### config.mk
export PLATFORM = sky130hd
export DESIGN_NAME = s_xfer_ctrl
export DESIGN_NICKNAME = d
export VERILOG_FILES = /design/src/rtl/s_xfer_ctrl.sv
export SDC_FILE = /design/constraint.sdc
export NUM_CORES = 1
export LEC_CHECK = 0
export ABC_CLOCK_PERIOD_IN_PS = 6400
export CAP_MARGIN = 0
export CORE_MARGIN = 1
export CORE_UTILIZATION = 40
export DETAILED_ROUTE_END_ITERATION = 10
export PLACE_DENSITY = 0.73
export SYNTH_ARGS = -nofsm -noshare
export SYNTH_HDL_FRONTEND = slang
export SYNTH_SLANG_ARGS = --single-unit
export TNS_END_PERCENT = 1
### constraint.sdc
create_clock -name clk -period 6.4 [get_ports clk]
set_clock_uncertainty 0.1 [all_clocks]
set_input_delay 1.6 -clock clk [delete_from_list [all_inputs] [get_ports clk]]
set_output_delay 1.6 -clock clk [all_outputs]
set_load 0.01 [all_outputs]
### src/rtl/s_xfer_ctrl.sv
// Stream transfer controller: moves one bounded run of tokens from an upstream
// valid/ready source to a downstream sink through a single output register.
module s_xfer_ctrl #(
    parameter int SIZECOUNT  = 12,
    parameter int DATA_WIDTH = 32
) (
    input  logic                  clk,
    input  logic                  rst,
    input  logic                  start,
    input  logic [SIZECOUNT-1:0]  size,
    input  logic                  abort,
    input  logic [SIZECOUNT-1:0]  count,
    output logic                  clear,
    output logic                  e_cnt,
    output logic                  go,
    input  logic [DATA_WIDTH-1:0] in_data,
    input  logic                  in_valid,
    output logic                  in_ready,
    output logic [DATA_WIDTH-1:0] out_data,
    output logic                  out_valid,
    output logic                  out_last,
    input  logic                  out_ready,
    output logic                  busy,
    output logic                  done,
    output logic                  err,
    output logic                  aborted
);

    typedef enum logic [1:0] {
        S_IDLE,
        S_RUN,
        S_FLUSH,
        S_DONE
    } state_t;

    state_t               state_reg;
    logic [SIZECOUNT-1:0] size_reg;
    logic                 last_tok;
    logic                 out_take;

    // count is the pre-increment value, so the final token is accepted at size-1
    assign last_tok = (count == size_reg - SIZECOUNT'(1));
    assign out_take = out_valid && out_ready;

    always_comb begin
        clear    = (state_reg == S_IDLE);
        e_cnt    = (state_reg == S_RUN);
        in_ready = (state_reg == S_RUN) && !abort && (!out_valid || out_ready);
        go       = in_valid && in_ready;
    end

    always_ff @(posedge clk or negedge rst) begin
        if (!rst) begin
            state_reg <= S_IDLE;
            size_reg  <= '0;
            out_data  <= '0;
            out_valid <= 1'b0;
            out_last  <= 1'b0;
            busy      <= 1'b0;
            done      <= 1'b0;
            err       <= 1'b0;
            aborted   <= 1'b0;
        end else begin
            done    <= 1'b0;
            err     <= 1'b0;
            aborted <= 1'b0;
            case (state_reg)
                S_IDLE: begin
                    if (start) begin
                        if (size != '0) begin
                            size_reg  <= size;
                            state_reg <= S_RUN;
                            busy      <= 1'b1;
                        end else begin
                            err <= 1'b1;
                        end
                    end
                end
                S_RUN: begin
                    if (abort) begin
                        state_reg <= S_IDLE;
                        out_valid <= 1'b0;
                        out_last  <= 1'b0;
                        busy      <= 1'b0;
                        aborted   <= 1'b1;
                    end else if (go) begin
                        out_data  <= in_data;
                        out_valid <= 1'b1;
                        out_last  <= last_tok;
                        if (last_tok) begin
                            state_reg <= S_FLUSH;
                        end
                    end else if (out_take) begin
                        out_valid <= 1'b0;
                        out_last  <= 1'b0;
                    end
                end
                S_FLUSH: begin
                    if (abort) begin
                        state_reg <= S_IDLE;
                        out_valid <= 1'b0;
                        out_last  <= 1'b0;
                        busy      <= 1'b0;
                        aborted   <= 1'b1;
                    end else if (out_take) begin
                        out_valid <= 1'b0;
                        out_last  <= 1'b0;
                        state_reg <= S_DONE;
                        done      <= 1'b1;
                    end
                end
                S_DONE: begin
                    state_reg <= S_IDLE;
                    busy      <= 1'b0;
                end
                default: begin
                    state_reg <= S_IDLE;
                    busy      <= 1'b0;
                end
            endcase
        end
    end

endmodule

==> results of run 1 <==
==> path summary, 6_finish.rpt <==
| kind | slack [ns] | depth (start not counted) | to |
|---|---|---|---|
| worst max register to register | 3.40 | 10 | state_reg[1]$_DFFE_PN0P_ |
| worst max-delay path | 1.15 | 6 | go |
| max in group asynchronous | 4.46 | 2 | aborted$_DFF_PN0_ |
| worst min-delay path | 0.38 | 2 | out_data[4]$_DFFE_PN0P_ |
| min in group asynchronous | 1.30 | 2 | out_data[6]$_DFFE_PN0P_ |
| worst min register to register | 0.38 | 2 | out_data[4]$_DFFE_PN0P_ |
==> where the power goes <==
group          total, mW  switching, mW  internal [mW]
Sequential         0.593          0.117          0.476
Clock              0.221          0.105          0.116
Combinational      0.754          0.342          0.412
Total               1.57          0.564           1.00
==> worst reg2reg max path, cell delays in order (launching register included) <==
cell	delay [ns]
dfrtp_1	0.39
inv_1	0.09
ha_1	0.25
nand2b_4	0.08
or3b_1	0.35
buf_4	0.25
or4_4	0.58
nor4_4	0.34
a31o_4	0.23
a21oi_1	0.07
a31o_1	0.18
==> stage by stage <==
step	instance area (sq um)	instances	hold slack [ns]	setup WS, ns
after floorplan	2500	271	0.402	2.04
after detailed placement	3610	444	0.361	1.15
after global routing	3730	452	0.403	1.04
after global placement	3610	444	0.357	1.17
final	3730	452	0.379	1.15
after CTS	3730	452	0.384	1.13
==> placed cells by master, fill, tap and decap left out, types with 2 or more instances in the layout <==
cell type	count
nand2_1	106
clkdlybuf4s50_1	102
dfrtp_1	52
xnor2_1	10
mux2_2	10
inv_1	8
nor2_1	8
o21ai_0	7
a21oi_1	7
nand2b_1	6
xor2_1	6
clkbuf_8	5
nor4_1	4
nand3_1	4
nor3_1	4
ha_1	4
buf_4	4
a31oi_1	3
and2_1	2
nand3b_1	2
o31ai_1	2
nor2b_1	2
==> per-layer routing <==
layer / up-vias / GRT usage, % / wire length [um]
met5: - / 0 / 0
met4: 0 / 5.36 / 31
met3: 2 / 8.09 / 579
met2: 78 / 32.3 / 2790
met1: 1018 / 23.9 / 2590
li1: 1087 / - / -
==> cell type report <==
cell class,count,area [sq um],area share [%]
sequential,52,1300,34.9
multi-input combinational,202,1130,30.4
timing repair buffer,107,1060,28.3
tap,75,93.8,2.52
clock buffer,5,68.8,1.85
clock inverter,3,42.5,1.14
inverter,8,30.0,0.806
==> cells by family (layout without fill, tap and decap cells) <==
group                    after synthesis  count (layout)  synth area share [%]
AO/OA/AOI/OAI                         25              25                  6.40
XOR/XNOR                              16              16                  5.60
adder cells (fa/ha/maj)                4               4                  2.00
buffers and inverters                 17             123                  2.65
flip-flops                            52              52                  52.0
multiplexers                          10              10                  4.50
AND/OR/NAND/NOR                      147             147                  26.8
==> impl_metrics.yaml, run 1 <==
outcome:
  outcome: "completed"
worst_setup_path:
  arrival_ns: 3.55
  r2r_start: "state_reg[1]$_DFFE_PN0P_"
  critPathBufInv: 4
  cpPeakStageDelay_ns: 0.53
  cp.required_ns: 4.70
  worst_path_max_delay_cell: "clkdlybuf4s50_1"
  start_kind: "primary input"
  path_cells: "clkdlybuf4s50_1 -> nand2b_4 -> or3b_1 -> buf_4 -> inv_1 -> clkdlybuf4s50_1"
  end_kind: "primary output"
  path_class: "primary input to primary output"
  crit_fanout: 35
  critical-path-top-delay-family: "buffers and inverters"
  cp_common_cell: "clkdlybuf4s50_1"
  startpoint: "abort"
pwr:
  pwr_density_cell_nw_per_um2: 421
  p_leak_nw: 1.66
  power.total_mw: 1.57
  vdd_ir_drop_max_uv: 236
cts:
  cts_root_buffer: "clkbuf_8"
  cts_buffers: 5
  htree_num_levels: 2
  path_clk_slew_ns: 0.09
  cts_setup_buffers: 0
  cts_resized: 0
  cts_buffer_depth: 2
  cts_hold_buf: 0
  cts_num_sinks: 52
  cts_tree: "done"
  worstSkewPairLatency_ns: 0.29
timing:
  tightest_slew_ns: 0.649
  setup_viol: 0
  hold_viol: 0
  slew_headroom_pct: 56.7
  fin_setup_tns_ns: 0
  min_period_ns: 5.25
  period_share_pct: 82.1
  rsz0062_at_grt: "no"
  clock.fmax_mhz: 190
  slew_violations: 0
placement:
  detailed_place_hpwl_um: 4500
  io_buffers: 103
  gp_congestion: 0.778
yosys:
  ys_warn_count: 0
  ys_types: 38
  synth_area_leaders: "dfrtp_1 (52%), nand2_1 (16%), mux2_2 (4.5%), xnor2_1 (3.5%), xor2_1 (2.1%)"
  ys_ff_latch: 52
  yosysMostFrequentCell: "nand2_1"
  syn_area_per_cell_sq_um: 9.23
  synthTopCellsByCount: "nand2_1 (106), dfrtp_1 (52), mux2_2 (10), xnor2_1 (10)"
  syn_nets: 337
  synth_cells: 271
  synth_edf_count: 0
  synth_flop_cell: "dfrtp_1"
  ys_async_sr_fraction_pct: 100
  synth_top_area_cell: "dfrtp_1"
  netlist.area_leader.share_pct: 52.0
  synth_area_sq_um: 2500
  yosysSeqAreaShare_pct: 52.0
finish:
  post-route-util_pct: 62.2
  layout.nets: 442
  n_antenna_cell: 0
  nFillCells: 523
  largest_reg_flops: 32
  area_delta_synth_final_pct: 49.0
  drive_above_1_share_pct: 7.69
die:
  ios: 104
  start_util_pct: 41.8
  die_h_um: 81.1
  fp.dieArea_sq_um: 6570
  num_rows: 28
  die_x_um: 81.1
  coreArea_sq_um: 5990
detailed_routing:
  wl_um: 5990
  drt-pass1-iter-count: 4
  drc_errors: 0
  vias: 2185
  final_antenna_net_count: 0
  wire_per_inst_um: 13.2
  via_per_inst: 4.83
  drt_iter0_drc: 103
global_routing:
  grt.total_usage_pct: 19.7
  grt_pass1_wl_um: 9690
  grt_start_max_net_pins: 53
  overflow: 0
  antenna_found_initial: 0
  grt_pass1_vias: 2179
worst_hold_path:
  hold_path.class: "flop to flop"
  min_from: "out_data[4]$_DFFE_PN0P_"
flow_run:
  drv_cap: 0
No activity file was read; power rests on OpenSTA's default activity.
==> run 2, diff against run 1 <==
- ABC_CLOCK_PERIOD_IN_PS: 6400 -> 4300
- CORE_UTILIZATION: 40 -> 39
- PLACE_DENSITY: 0.73 -> 0.74
- clock period: 6.4 -> 4.3 ns (I/O delays scaled with it)
==> impl_metrics.yaml, run 2 (same netlist as run 1, synthesis figures left out) <==
finish:
  drive_above_1_share_pct: 7.94
  area_delta_synth_final_pct: 48.5
  n_antenna_cell: 0
  regArea_sq_um: 1300
  layout.nets: 443
  final_cell_count_no_fill: 453
  post-route-util_pct: 61.3
  multi_input_area_sq_um: 1130
  nFillCells: 526
  design_area_sq_um: 3710
  layout_commonest_cell: "nand2_1"
  largest_reg_flops: 32
  layout_common_cells: "nand2_1 (106), clkdlybuf4s50_1 (102), dfrtp_1 (52)"
cts:
  cts_hold_buf: 0
  path_clk_slew_ns: 0.09
  cts_resized: 0
  cts_root_buffer: "clkbuf_8"
  cts_buffers: 5
  cts_num_sinks: 52
  worstSkewPairLatency_ns: 0.29
  cts_buffer_depth: 2
  cts_setup_buffers: 0
  cts_tree: "done"
  htree_num_levels: 2
die:
  coreArea_sq_um: 6060
  num_rows: 28
  ios: 104
  die_h_um: 82.1
  fp.dieArea_sq_um: 6740
  die_x_um: 82.1
  start_util_pct: 41.3
worst_hold_path:
  hold_path.class: "flop to flop"
timing:
  slew_headroom_pct: 27.4
  fin_setup_tns_ns: 0
  rsz0062_at_grt: "no"
  min_period_ns: 3.98
  clock.fmax_mhz: 251
  slew_violations: 0
  tightest_slew_ns: 1.09
  setup_viol: 0
  hold_viol: 0
  period_share_pct: 92.6
detailed_routing:
  vias: 2184
  drt_iter0_drc: 162
  top_layer_used: "met4"
  via_per_inst: 4.82
  met3_length_um: 548
  drt-pass1-iter-count: 4
  drc_errors: 0
  wl_met1_um: 2790
  wire_per_inst_um: 13.4
  wl_met2_um: 2680
  final_antenna_net_count: 0
  wl_um: 6050
outcome:
  outcome: "completed"
placement:
  detailed_place_hpwl_um: 4400
  gp_congestion: 0.796
  dpl.cell_count: 445
  io_buffers: 103
  placed_area_sq_um: 3620
worst_setup_path:
  start_kind: "primary input"
  cp.required_ns: 3.12
  arrival_ns: 2.81
  end_kind: "primary output"
  crit_fanout: 4
  path_class: "primary input to primary output"
global_routing:
  antenna_found_initial: 0
  grt_start_max_net_pins: 50
  overflow: 0
  grt_pass1_vias: 2079
  grt_pass1_wl_um: 9530
  grt.total_usage_pct: 18.7
flow_run:
  drv_cap: 0
pwr:
  power.total_mw: 2.29
  vdd_ir_drop_max_uv: 301
  p_leak_nw: 1.66
  pwr_density_cell_nw_per_um2: 618
==> run 2: per-stage QoR <==
step | hold WS, ns | setup WS (ns)
2_1_floorplan | 0.402 | 0.993
3_5_place_dp | 0.362 | 0.280
6_report | 0.378 | 0.317
3_3_place_gp | 0.358 | 0.303
5_1_grt | 0.404 | 0.300
4_1_cts | 0.384 | 0.325
==> run 2: worst max-delay path: stages <==
cell and delay [ns]:
clkdlybuf4s50_1 0.58, nor2b_4 0.07, or3b_1 0.44, inv_1 0.10
clkdlybuf4s50_1 0.55
==> run 2: metal layers <==
| layer | vias up | track usage, % |
|---|---|---|
| li1 | 1096 | - |
| met4 | 0 | 4.74 |
| met5 | - | 0 |
| met2 | 79 | 28.8 |
| met3 | 4 | 6.56 |
| met1 | 1005 | 24.9 |
==> run 2: final timing paths <==
path                       depth (start not counted)                     start                       end  slack (ns)
setup reg to reg                                  10  state_reg[1]$_DFFE_PN0P_  state_reg[1]$_DFFE_PN0P_        1.20
hold reg to reg                                    2  out_data[10]$_DFFE_PN0P_  out_data[10]$_DFFE_PN0P_        0.38
min in group asynchronous                          1                       rst  out_data[11]$_DFFE_PN0P_        0.88
max in group asynchronous                          2                       rst  out_data[19]$_DFFE_PN0P_        2.55
setup / recovery                                   5                 out_ready                        go        0.32
hold / removal                                     2  out_data[10]$_DFFE_PN0P_  out_data[10]$_DFFE_PN0P_        0.38
==> run 2: layout make-up <==
| cell class | count | share of cell area (%) |
|---|---|---|
| clock inverters | 2 | 0.269 |
| clock buffers | 6 | 2.22 |
| multi-input cells | 202 | 30.5 |
| flip-flops and latches | 52 | 35.0 |
| repair buffers | 108 | 28.6 |
| well taps | 75 | 2.53 |
| inverters | 8 | 0.808 |
==> run 2: where the power goes <==
| group | internal (mW) | leakage [nW] | switching [mW] |
|---|---|---|---|
| sequential | 0.708 | 0.647 | 0.178 |
| clock | 0.129 | 0.0510 | 0.154 |
| combinational | 0.614 | 0.959 | 0.512 |
| total | 1.45 | 1.66 | 0.844 |
